==> src/rtl/shift_issue_stage.sv <==
// Issue/retire stage for the combinational shift/LUI/hamming unit: buffers decoded
// ops in a small FIFO, presents operands from the head, registers the unit's result.
module shift_issue_stage #(
    parameter int DEPTH = 2,
    parameter int RD_W  = 5
) (
    input  logic            clk,
    input  logic            rst,
    input  logic            flush,
    input  logic            in_valid,
    output logic            in_ready,
    input  logic [2:0]      in_op,
    input  logic            in_imm_sel,
    input  logic [31:0]     in_rs1_val,
    input  logic [31:0]     in_rs2_val,
    input  logic [15:0]     in_imm,
    input  logic [RD_W-1:0] in_rd,
    output logic [31:0]     sh_x,
    output logic [31:0]     sh_y,
    output logic [2:0]      sh_func,
    input  logic [31:0]     sh_c,
    output logic            out_valid,
    input  logic            out_ready,
    output logic [31:0]     out_result,
    output logic [RD_W-1:0] out_rd,
    output logic            out_err
);

    localparam int PTR_W = $clog2(DEPTH);
    localparam int CNT_W = $clog2(DEPTH + 1);
    localparam logic [CNT_W-1:0] FULL = CNT_W'(DEPTH);

    typedef enum logic [2:0] {
        OP_SL  = 3'd0,
        OP_SRL = 3'd1,
        OP_SRA = 3'd2,
        OP_LUI = 3'd3,
        OP_HAM = 3'd4
    } op_e;

    typedef struct packed {
        logic [31:0]     x;
        logic [31:0]     y;
        logic [2:0]      func;
        logic [RD_W-1:0] rd;
        logic            err;
    } entry_t;

    entry_t           mem [DEPTH];
    entry_t           push_entry;
    entry_t           head;
    logic [PTR_W-1:0] wr_ptr;
    logic [PTR_W-1:0] rd_ptr;
    logic [CNT_W-1:0] count;
    logic [4:0]       amt;
    logic             not_empty;
    logic             push;
    logic             pop;

    always_comb begin
        amt        = in_imm_sel ? in_imm[4:0] : in_rs2_val[4:0];
        push_entry = '0;
        push_entry.rd = in_rd;
        case (in_op)
            OP_SL: begin
                push_entry.func = 3'b100;
                push_entry.x    = in_rs1_val;
                push_entry.y    = {27'b0, amt};
            end
            OP_SRL: begin
                push_entry.func = 3'b000;
                push_entry.x    = in_rs1_val;
                push_entry.y    = {27'b0, amt};
            end
            OP_SRA: begin
                push_entry.func = 3'b001;
                push_entry.x    = in_rs1_val;
                push_entry.y    = {27'b0, amt};
            end
            OP_LUI: begin
                push_entry.func = 3'b010;
                push_entry.y    = {16'b0, in_imm};
            end
            OP_HAM: begin
                push_entry.func = 3'b011;
                push_entry.x    = in_rs1_val;
            end
            // Illegal ops flow through as SRL of zero so they retire with result 0.
            default: push_entry.err = 1'b1;
        endcase
    end

    assign not_empty = (count != '0);
    assign in_ready  = (count != FULL);
    assign push      = in_valid && in_ready && !flush;
    assign pop       = not_empty && (!out_valid || out_ready) && !flush;
    assign head      = mem[rd_ptr];

    assign sh_x    = not_empty ? head.x    : '0;
    assign sh_y    = not_empty ? head.y    : '0;
    assign sh_func = not_empty ? head.func : '0;

    always_ff @(posedge clk) begin
        if (push) mem[wr_ptr] <= push_entry;
    end

    always_ff @(posedge clk or posedge rst) begin
        if (rst) begin
            wr_ptr <= '0;
            rd_ptr <= '0;
            count  <= '0;
        end else if (flush) begin
            wr_ptr <= '0;
            rd_ptr <= '0;
            count  <= '0;
        end else begin
            if (push) wr_ptr <= wr_ptr + PTR_W'(1);
            if (pop)  rd_ptr <= rd_ptr + PTR_W'(1);
            case ({push, pop})
                2'b10:   count <= count + CNT_W'(1);
                2'b01:   count <= count - CNT_W'(1);
                default: count <= count;
            endcase
        end
    end

    always_ff @(posedge clk or posedge rst) begin
        if (rst) begin
            out_valid  <= 1'b0;
            out_result <= '0;
            out_rd     <= '0;
            out_err    <= 1'b0;
        end else if (flush) begin
            out_valid <= 1'b0;
        end else if (pop) begin
            out_valid  <= 1'b1;
            out_result <= sh_c;
            out_rd     <= head.rd;
            out_err    <= head.err;
        end else if (out_ready) begin
            out_valid <= 1'b0;
        end
    end

endmodule

==> config.mk <==
export PLATFORM = sky130hd
export DESIGN_NAME = shift_issue_stage
export DESIGN_NICKNAME = d
export VERILOG_FILES = /design/src/rtl/shift_issue_stage.sv
export SDC_FILE = /design/constraint.sdc
export NUM_CORES = 1
export LEC_CHECK = 0
export CAP_MARGIN = 20
export CORE_UTILIZATION = 45
export DETAILED_ROUTE_END_ITERATION = 16
export GPL_ROUTABILITY_DRIVEN = 0
export MAX_ROUTING_LAYER = met4
export PLACE_DENSITY_LB_ADDON = 0.08
export SLEW_MARGIN = 20
export SYNTH_ARGS = -nofsm -noshare
export SYNTH_HDL_FRONTEND = slang
export SYNTH_SLANG_ARGS = --single-unit
export TNS_END_PERCENT = 5
==> constraint.sdc <==
create_clock -name clk -period 7.6 [get_ports clk]
set_input_delay 1.14 -clock clk [delete_from_list [all_inputs] [get_ports clk]]
set_output_delay 1.14 -clock clk [all_outputs]
set_load 0.05 [all_outputs]
======== After elaboration in Yosys (flattened, before gate mapping) ========
Memories as Yosys holds them, arrays and structs flattened.
Index checks and enable logic that the tools add are counted.
W data, S select, Z words.
operators by class
  add/subtract/negate cells ............... 4
  multiply operators ...................... 0
  divide/modulo/power cells ............... 0
  magnitude comparators ................... 0
  equal/unequal tests ..................... 7
  shifts and indexed selects .............. 0
  mux-type cells .......................... 19
  bitwise operators ....................... 1
  reduce and logical (&&, ||, !) cells .... 17
operator list
  operator               number
  $mux W32               3
  $pmux W16 S2           1
  $pmux W3 S4            1
  $mux W1                10
  $eq A3 B2 Y1 const B   2
  $reduce_bool A2 Y1     3
  $reduce_bool A3 Y1     2
  $mux W5                1
  $reduce_or A5 Y1       1
  $logic_and A1 B1 Y1    4
  $pmux W2 S2            1
  $reduce_or A4 Y1       1
  $eq A3 B1 Y1 const B   1
  $eq A3 B3 Y1 const B   1
  $logic_not A3 Y1       1
  $mux W3                1
  $reduce_or A3 Y1       1
  $add A1 B1 Y1 const B  2
  $add A2 B1 Y2 const B  1
  $eq A2 B1 Y1 const B   1
  $eq A2 B2 Y1 const B   1
  $logic_not A1 Y1       2
  $mux W2                1
  $ne A2 B2 Y1 const B   1
  4 further kinds        4
word-level totals
  register bits ........................... 43
  bits in latches ......................... 0
  memory bits (writable) .................. 114
  memory bits (read-only) ................. 0
  input port bits ......................... 126
  output and inout bits ................... 107
  logic and storage cells ................. 56
  memories kept ........................... 1
memories
  memory  words  width  read ports  clocked after memory_dff  write ports  RTL line  text
  mem     2      57     1           0                         1            49        entry_t mem [DEPTH];

======== Depth between registers and ports, before layout ========
Gate-level depths: netlist of run 1.
  depth after elaboration ................. 7
  depth in mapped cells ................... 5
  mapped depth without buffers ............ 4

======== Worst setup path before layout of run 1 ========
OpenSTA, ideal clock, no wires.
  path type ............................... input port to flip-flop
  from .................................... in flush
  to ...................................... mem mem[1][0] in the netlist's numbering, enable pin
  arrival ................................. 5.572 ns
  required time ........................... 7.046 ns
  setup slack ............................. 1.475 ns
  stages .................................. 2
  path buffers ............................ 1
  cell sequence ........................... clkbuf_1 nor3b_1
between the ends
  longest elaborated chain between the ends .. 4
ends and longest elaborated chain
  what                           RTL line  text
  from (decl)                    9         input logic flush,
  $logic_not A1 Y1               95        assign push = in_valid && in_ready && !flush;
  $logic_and A1 B1 Y1            95
  $mux W1                        104       if (push) mem[wr_ptr] <= push_entry;
  $mux W1 (implied by the code)  104
  to (decl)                      49
Every way passes these cells.

======== Worst setup path after layout of run 1 ========
  from .................................... reg rd_ptr
  to ...................................... out sh_func[0]
between the ends
  longest elaborated chain between the ends .. 2
ends and longest elaborated chain
  what                    RTL line  text
  from (decl)             53        logic [PTR_W-1:0] rd_ptr;
  from (signal assigned)  118       if (pop) rd_ptr <= rd_ptr + PTR_W'(1);
  $mem_v2 Z2 W57          n/a
  $mux W3                 101       assign sh_func = not_empty ? head.func : '0;
  to (decl)               20        output logic [2:0] sh_func,
Every way passes these cells.

==> results.sh, run 1 <==
export IMPL_outcome="finished clean"
export IMPL_cp_required_ps=6460
export IMPL_track_usage=0.188
export IMPL_dp_hpwl_mm=8.58
export IMPL_cp_start_kind="register"
export IMPL_synth_seq_cells=157
export IMPL_drive_above_1_share=0.137
export IMPL_portBuffers=189
export IMPL_fmax_ghz=0.258
export IMPL_initial_core_util=0.469
export IMPL_cp_slowest_cell="dfrtp_4"
export IMPL_final_cell_mix="clkdlybuf4s50_1, edfxtp_1, nor2_1"
export IMPL_path_clk_slew_ps=60
export IMPL_crit_chain="mux2i_1 > nor2_1 > clkdlybuf4s50_1"
export IMPL_max_clock_path_buffers=2
export IMPL_tightest_slew_ps=1040
export IMPL_cp_max_fo=59
export IMPL_diodes=0
export IMPL_nNetsFinal=750
export IMPL_power_mw=2.50
export IMPL_max_slew_margin=0.309
export IMPL_power_density_nw_per_um2=273
export IMPL_post_drt_wl_per_cell_um=16.4
export IMPL_grt_pass1_vias=4076
export IMPL_fp_dieH_um=123
export IMPL_worstRegToRegCells=4
export IMPL_peakVddDrop_v=0.000159
export IMPL_drc_errors=0
export IMPL_p_leak_nw=3.34
export IMPL_cts_sinks=157
export IMPL_ys_warnings_count=0
export IMPL_min_path_type="register to register"
export IMPL_dp_slack_ps=4060
export IMPL_syn2layout_area_growth_pct=38.6
export IMPL_crit_path_end_kind="output pin"
export IMPL_rsz0062_at_grt="no"
export IMPL_drt_pass1_iterations=4
export IMPL_grt_start_max_net_pins=60
export IMPL_postCtsSetupBuffers=0
export IMPL_grt_pass1_wl_mm=20.4
export IMPL_crit_arrival_ps=2730
export IMPL_ioPinCount=233
export IMPL_antenna_left=0
export IMPL_tns_ps=0
export IMPL_syn_mean_instance_area_um2=15.2
export IMPL_hold_violations=0
export IMPL_vias=4007
export IMPL_skew_ps=5.91
export IMPL_die_x_um=123
export IMPL_synth_cell_types=31
export IMPL_drt_total_wl_mm=13.4
export IMPL_netlist_instances=434
export IMPL_grt_ovfl_total=0
export IMPL_ys_seq_area_frac=0.680
export IMPL_cts_tree="done"
export IMPL_worst_path_largest_cell_delay_ps=1110
export IMPL_hold_buffers=0
export IMPL_design_die_area_um2=15200
export IMPL_syn_area_um2=6620
export IMPL_antenna_found_initial=0
export IMPL_slew_viol_final=0
export IMPL_worstSetupPathType="register to output pin"
export IMPL_cts_resized=0
export IMPL_cts_root_buffer="clkbuf_16"
export IMPL_fin_ws_ps=3730
export IMPL_hold_depth=1
export IMPL_cts_made_buffers=17
export IMPL_htreeDepth=4
export IMPL_via_per_inst=4.90
export IMPL_whs_ps=503
export IMPL_drt_iter0_drc=180
export IMPL_final_common_cell="clkdlybuf4s50_1"
export IMPL_fillers=1075
export IMPL_fp_row_count=43
export IMPL_layout_min_cycle_time_ps=3870
export IMPL_max_cap_violations=0
export IMPL_finalSetupViolations=0
export IMPL_fp_coreArea_um2=14100
export IMPL_clk_latency_ps=420
export IMPL_fin_crit_sh=0.509
## where the power goes
part           switching, mW  internal (mW)  leakage, nW
clock network          0.342          0.489        0.274
logic                  0.377          0.249         1.49
registers             0.0457          0.998         1.58
## metal layers
layer	track usage	wire length [µm]	vias to the layer above
met5	-	0	-
met4	0.0678	180	0
met3	0.0609	972	12
met2	0.306	6750	148
met1	0.218	5520	1946
li1	-	-	1901
## cells in the mapped netlist
| master | count | area, µm² |
|---|---|---|
| a21oi_1 | 5 | 25.0 |
| o21ai_0 | 3 | 15.0 |
| mux2_2 | 24 | 270 |
| o32ai_1 | 1 | 8.76 |
| buf_6 | 1 | 11.3 |
| or3_1 | 2 | 12.5 |
| xnor2_1 | 1 | 8.76 |
| maj3_1 | 1 | 10.0 |
| and2_1 | 11 | 68.8 |
| buf_4 | 22 | 165 |
| a21oi_2 | 1 | 8.76 |
| nor4bb_1 | 1 | 10.0 |
| buf_12 | 2 | 40.0 |
| conb_1 | 1 | 3.75 |
| nor2_1 | 59 | 221 |
| edfxtp_1 | 114 | 3420 |
| nand2_1 | 4 | 15.0 |
| nor3b_1 | 2 | 15.0 |
| nor3_4 | 1 | 16.3 |
| mux2_4 | 20 | 300 |
| clkbuf_1 | 13 | 48.8 |
| nor2_4 | 1 | 11.3 |
| buf_2 | 1 | 5.00 |
| mux2i_1 | 56 | 561 |
| inv_1 | 3 | 11.3 |
| nand2b_1 | 2 | 12.5 |
| nor3_1 | 2 | 10.0 |
| nor2b_1 | 35 | 219 |
| dfrtp_1 | 43 | 1080 |
| a21o_1 | 1 | 7.51 |
| a31oi_1 | 1 | 6.26 |
## cell type report
cell class	count	area, µm²	share of cell area
Tap cell	180	225	0.0246
Clock inverter	14	160	0.0175
Clock buffer	18	429	0.0468
Sequential cell	157	4500	0.491
Timing Repair Buffer	195	1940	0.211
Multi-Input combinational cell	250	1900	0.208
Inverter	3	11.3	0.00123
## critical path: cells and delay by family (launching register included)
| family | cells | cell delay [ps] |
|---|---|---|
| flops | 1 | 1110 |
| buf+inv | 1 | 830 |
| simple gates | 1 | 180 |
| mux | 1 | 170 |
## kinds of logic (layout without fill, tap and decap cells)
| group | after synthesis | in the layout | synth area share |
|---|---|---|---|
| flops | 157 | 157 | 0.680 |
| simple gates | 120 | 120 | 0.0925 |
| mux | 100 | 100 | 0.171 |
| buf+inv | 42 | 230 | 0.0425 |
| compound gates | 12 | 12 | 0.0108 |
| fa+ha+maj | 1 | 1 | 0.00151 |
| other cells | 1 | 16 | 0.000567 |
| xor+xnor | 1 | 1 | 0.00132 |
## stage by stage
step / cells / utilization / area [µm²]
floorplan: 449 / - / 6670
global placement: 785 / 0.609 / 8580
detailed placement: 785 / 0.609 / 8580
CTS: 817 / 0.650 / 9170
global route: 817 / 0.650 / 9170
finish: 817 / 0.650 / 9170
## state kept, by name (all words and copies together) (netlist names)
signal,count
out_err,1
mem,114
wr_ptr,1
out_rd,5
out_valid,1
rd_ptr,1
out_result,32
count,2
## final timing paths
check	startpoint	endpoint	slack, ps
worst max register to register	count[1]	out_result[20]	5360
worst min-delay path	out_result[25]	out_result[25]	500
worst min register to register	out_result[25]	out_result[25]	500
max in group asynchronous	rst	rd_ptr	6000
worst max-delay path	rd_ptr	sh_func[0]	3730
min in group asynchronous	rst	out_result[12]	1180
Note: power is estimated with default switching activity, not from simulation.
==> inputs of run 2 (changes only) <==
--- a/config.mk
+++ b/config.mk
@@ -6,7 +6,7 @@
 export NUM_CORES = 1
 export LEC_CHECK = 0
 export CAP_MARGIN = 20
-export CORE_UTILIZATION = 45
+export CORE_UTILIZATION = 41
 export DETAILED_ROUTE_END_ITERATION = 16
 export GPL_ROUTABILITY_DRIVEN = 0
 export MAX_ROUTING_LAYER = met4
==> constraint.sdc (replaced) <==
create_clock -name clk -period 3.3 [get_ports clk]
set_input_delay 0.495 -clock clk [delete_from_list [all_inputs] [get_ports clk]]
set_output_delay 0.495 -clock clk [all_outputs]
set_load 0.05 [all_outputs]
==> run 2 against run 1 <==
Compared with the run above: die area up 9.6%; critical path depth up 1; highest routed layer unchanged; critical endpoint is now sh_x[31]; non-clock buffer count grew 4; first-iteration DRC count fell by 6.7%.
==> results.sh, run 2 (synthesis gave the netlist of run 1 again) <==
export IMPL_outcome="finished clean"
export IMPL_worstSetupPathType="register to output pin"
export IMPL_power_mw=5.71
export IMPL_design_die_area_um2=16700
export IMPL_via_per_inst=4.70
export IMPL_clk_latency_ps=420
export IMPL_power_switching_mw=1.72
export IMPL_finalSetupViolations=0
export IMPL_grt_pass1_vias=4083
export IMPL_crit_chain="buf_12 > mux2i_1 > nor2_1 > clkdlybuf4s50_1"
export IMPL_power_density_nw_per_um2=617
export IMPL_antenna_found_initial=0
export IMPL_max_clock_path_buffers=2
export IMPL_max_cap_violations=0
export IMPL_die_x_um=129
export IMPL_switching_share=0.302
export IMPL_hold_buffers=0
export IMPL_postCtsSetupBuffers=0
export IMPL_drt_pass1_iterations=4
export IMPL_min_delay_start="out_rd[0]"
export IMPL_cts_tree="done"
export IMPL_slew_viol_final=0
export IMPL_power_share_clock=0.323
export IMPL_diodes=0
export IMPL_intPower_mw=3.98
export IMPL_fp_dieH_um=129
export IMPL_cts_made_buffers=17
export IMPL_dp_hpwl_mm=8.70
export IMPL_final_cell_mix="clkdlybuf4s50_1, edfxtp_1, nor2_1"
export IMPL_p_leak_nw=3.38
export IMPL_syn2layout_area_growth_pct=39.7
export IMPL_cp_slowest_cell="dfrtp_4"
export IMPL_cts_sinks=157
export IMPL_drt_total_wl_mm=13.5
export IMPL_crit_path_end_kind="output pin"
export IMPL_top_regs="mem x114, out_result x32, out_rd x5"
export IMPL_cp_max_fo=36
export IMPL_largest_register="mem"
export IMPL_initial_core_util=0.418
export IMPL_skew_ps=4.86
export IMPL_fmax_ghz=0.319
export IMPL_tightest_slew_ps=751
export IMPL_fp_row_count=46
export IMPL_final_common_cell="clkdlybuf4s50_1"
export IMPL_nNetsFinal=754
export IMPL_grt_pass1_wl_mm=20.7
export IMPL_rr_startpoint="count[1]"
export IMPL_hold_violations=0
export IMPL_min_path_type="register to register"
export IMPL_cts_root_buffer="clkbuf_16"
export IMPL_htreeDepth=4
export IMPL_combinationalPowerShare=0.257
export IMPL_rsz0062_at_grt="no"
export IMPL_grt_ovfl_total=0
export IMPL_power_frac_seq=0.420
export IMPL_fp_coreArea_um2=15800
export IMPL_vias=4024
export IMPL_crit_arrival_ps=2640
export IMPL_portBuffers=189
export IMPL_largest_reg_flops=114
export IMPL_antenna_left=0
export IMPL_whs_ps=505
export IMPL_cp_startpoint="rd_ptr"
export IMPL_drc_errors=0
export IMPL_worst_path_largest_cell_delay_ps=850
export IMPL_drive_above_1_share=0.139
export IMPL_post_drt_wl_per_cell_um=15.8
export IMPL_fin_crit_sh=0.951
export IMPL_drt_iter0_drc=168
export IMPL_cp_start_kind="register"
export IMPL_track_usage=0.173
export IMPL_ioPinCount=233
export IMPL_grt_start_max_net_pins=44
export IMPL_layout_min_cycle_time_ps=3140
export IMPL_peakVddDrop_v=0.000346
export IMPL_cts_resized=0
export IMPL_max_slew_margin=0.497
export IMPL_cp_required_ps=2800
export IMPL_path_clk_slew_ps=60
## run 2: cell types whose count changed in the layout (fill, tap and decap cells not counted), moves of 2 or more
| cell | previous run | this run |
|---|---|---|
| clkinv_2 | 0 | 5 |
| buf_4 | 6 | 9 |
| clkinvlp_4 | 4 | 2 |
| inv_6 | 4 | 0 |
| clkinv_4 | 4 | 2 |
| buf_12 | 0 | 2 |
## run 2: cell type report
cell class	count	area [µm²]
clock buffers	19	433
clock inverters	13	125
fillers	1286	6580
inverters	3	11.3
multi-input cells	250	1920
flip-flops and latches	157	4500
well taps	216	270
repair buffers	199	1990
## run 2: through the flow
step | util | area [µm²] | setup TNS [ps] | setup WS [ps] | instances
after global placement | 0.549 | 8690 | 0 | 583 | 825
after floorplan | - | 6690 | -29640 | -520 | 449
after detailed placement | 0.549 | 8690 | 0 | 580 | 825
after global routing | 0.584 | 9250 | 0 | 18.1 | 857
final | 0.584 | 9250 | 0 | 162 | 857
after CTS | 0.584 | 9250 | 0 | 125 | 857
## run 2: critical path, delay by kind of cell, from the launching register on
family / cells / cell delay, ps
buffers and inverters: 2 / 1130
DFF: 1 / 850
and+or+nand+nor: 1 / 110
muxes: 1 / 100
## run 2: power by group through the flow
stage | Clock [mW] | Sequential [mW] | Combinational (mW)
after floorplan | 0 | 2.83 | 0.575
after global placement | 0 | 2.43 | 1.46
after detailed placement | 0 | 2.44 | 1.48
after CTS | 1.90 | 2.40 | 1.48
after global routing | 1.98 | 2.42 | 1.54
final | 1.84 | 2.40 | 1.47
## run 2: path summary, 6_finish.rpt
check / cells past startpoint / endpoint / slack (ps)
setup reg to reg: 5 / out_result[26] / 1280
hold / removal: 1 / out_rd[0] / 500
setup / recovery: 4 / sh_x[31] / 160
hold reg to reg: 1 / out_rd[0] / 500
max in group asynchronous: 3 / rd_ptr / 2360
min in group asynchronous: 3 / count[1] / 530
## run 2: metal layers
metal	routed length (µm)	up-vias	global-route usage
met3	921	14	0.0533
li1	-	1900	-
met1	5730	1957	0.202
met5	0	-	-
met2	6660	153	0.278
met4	196	0	0.0713
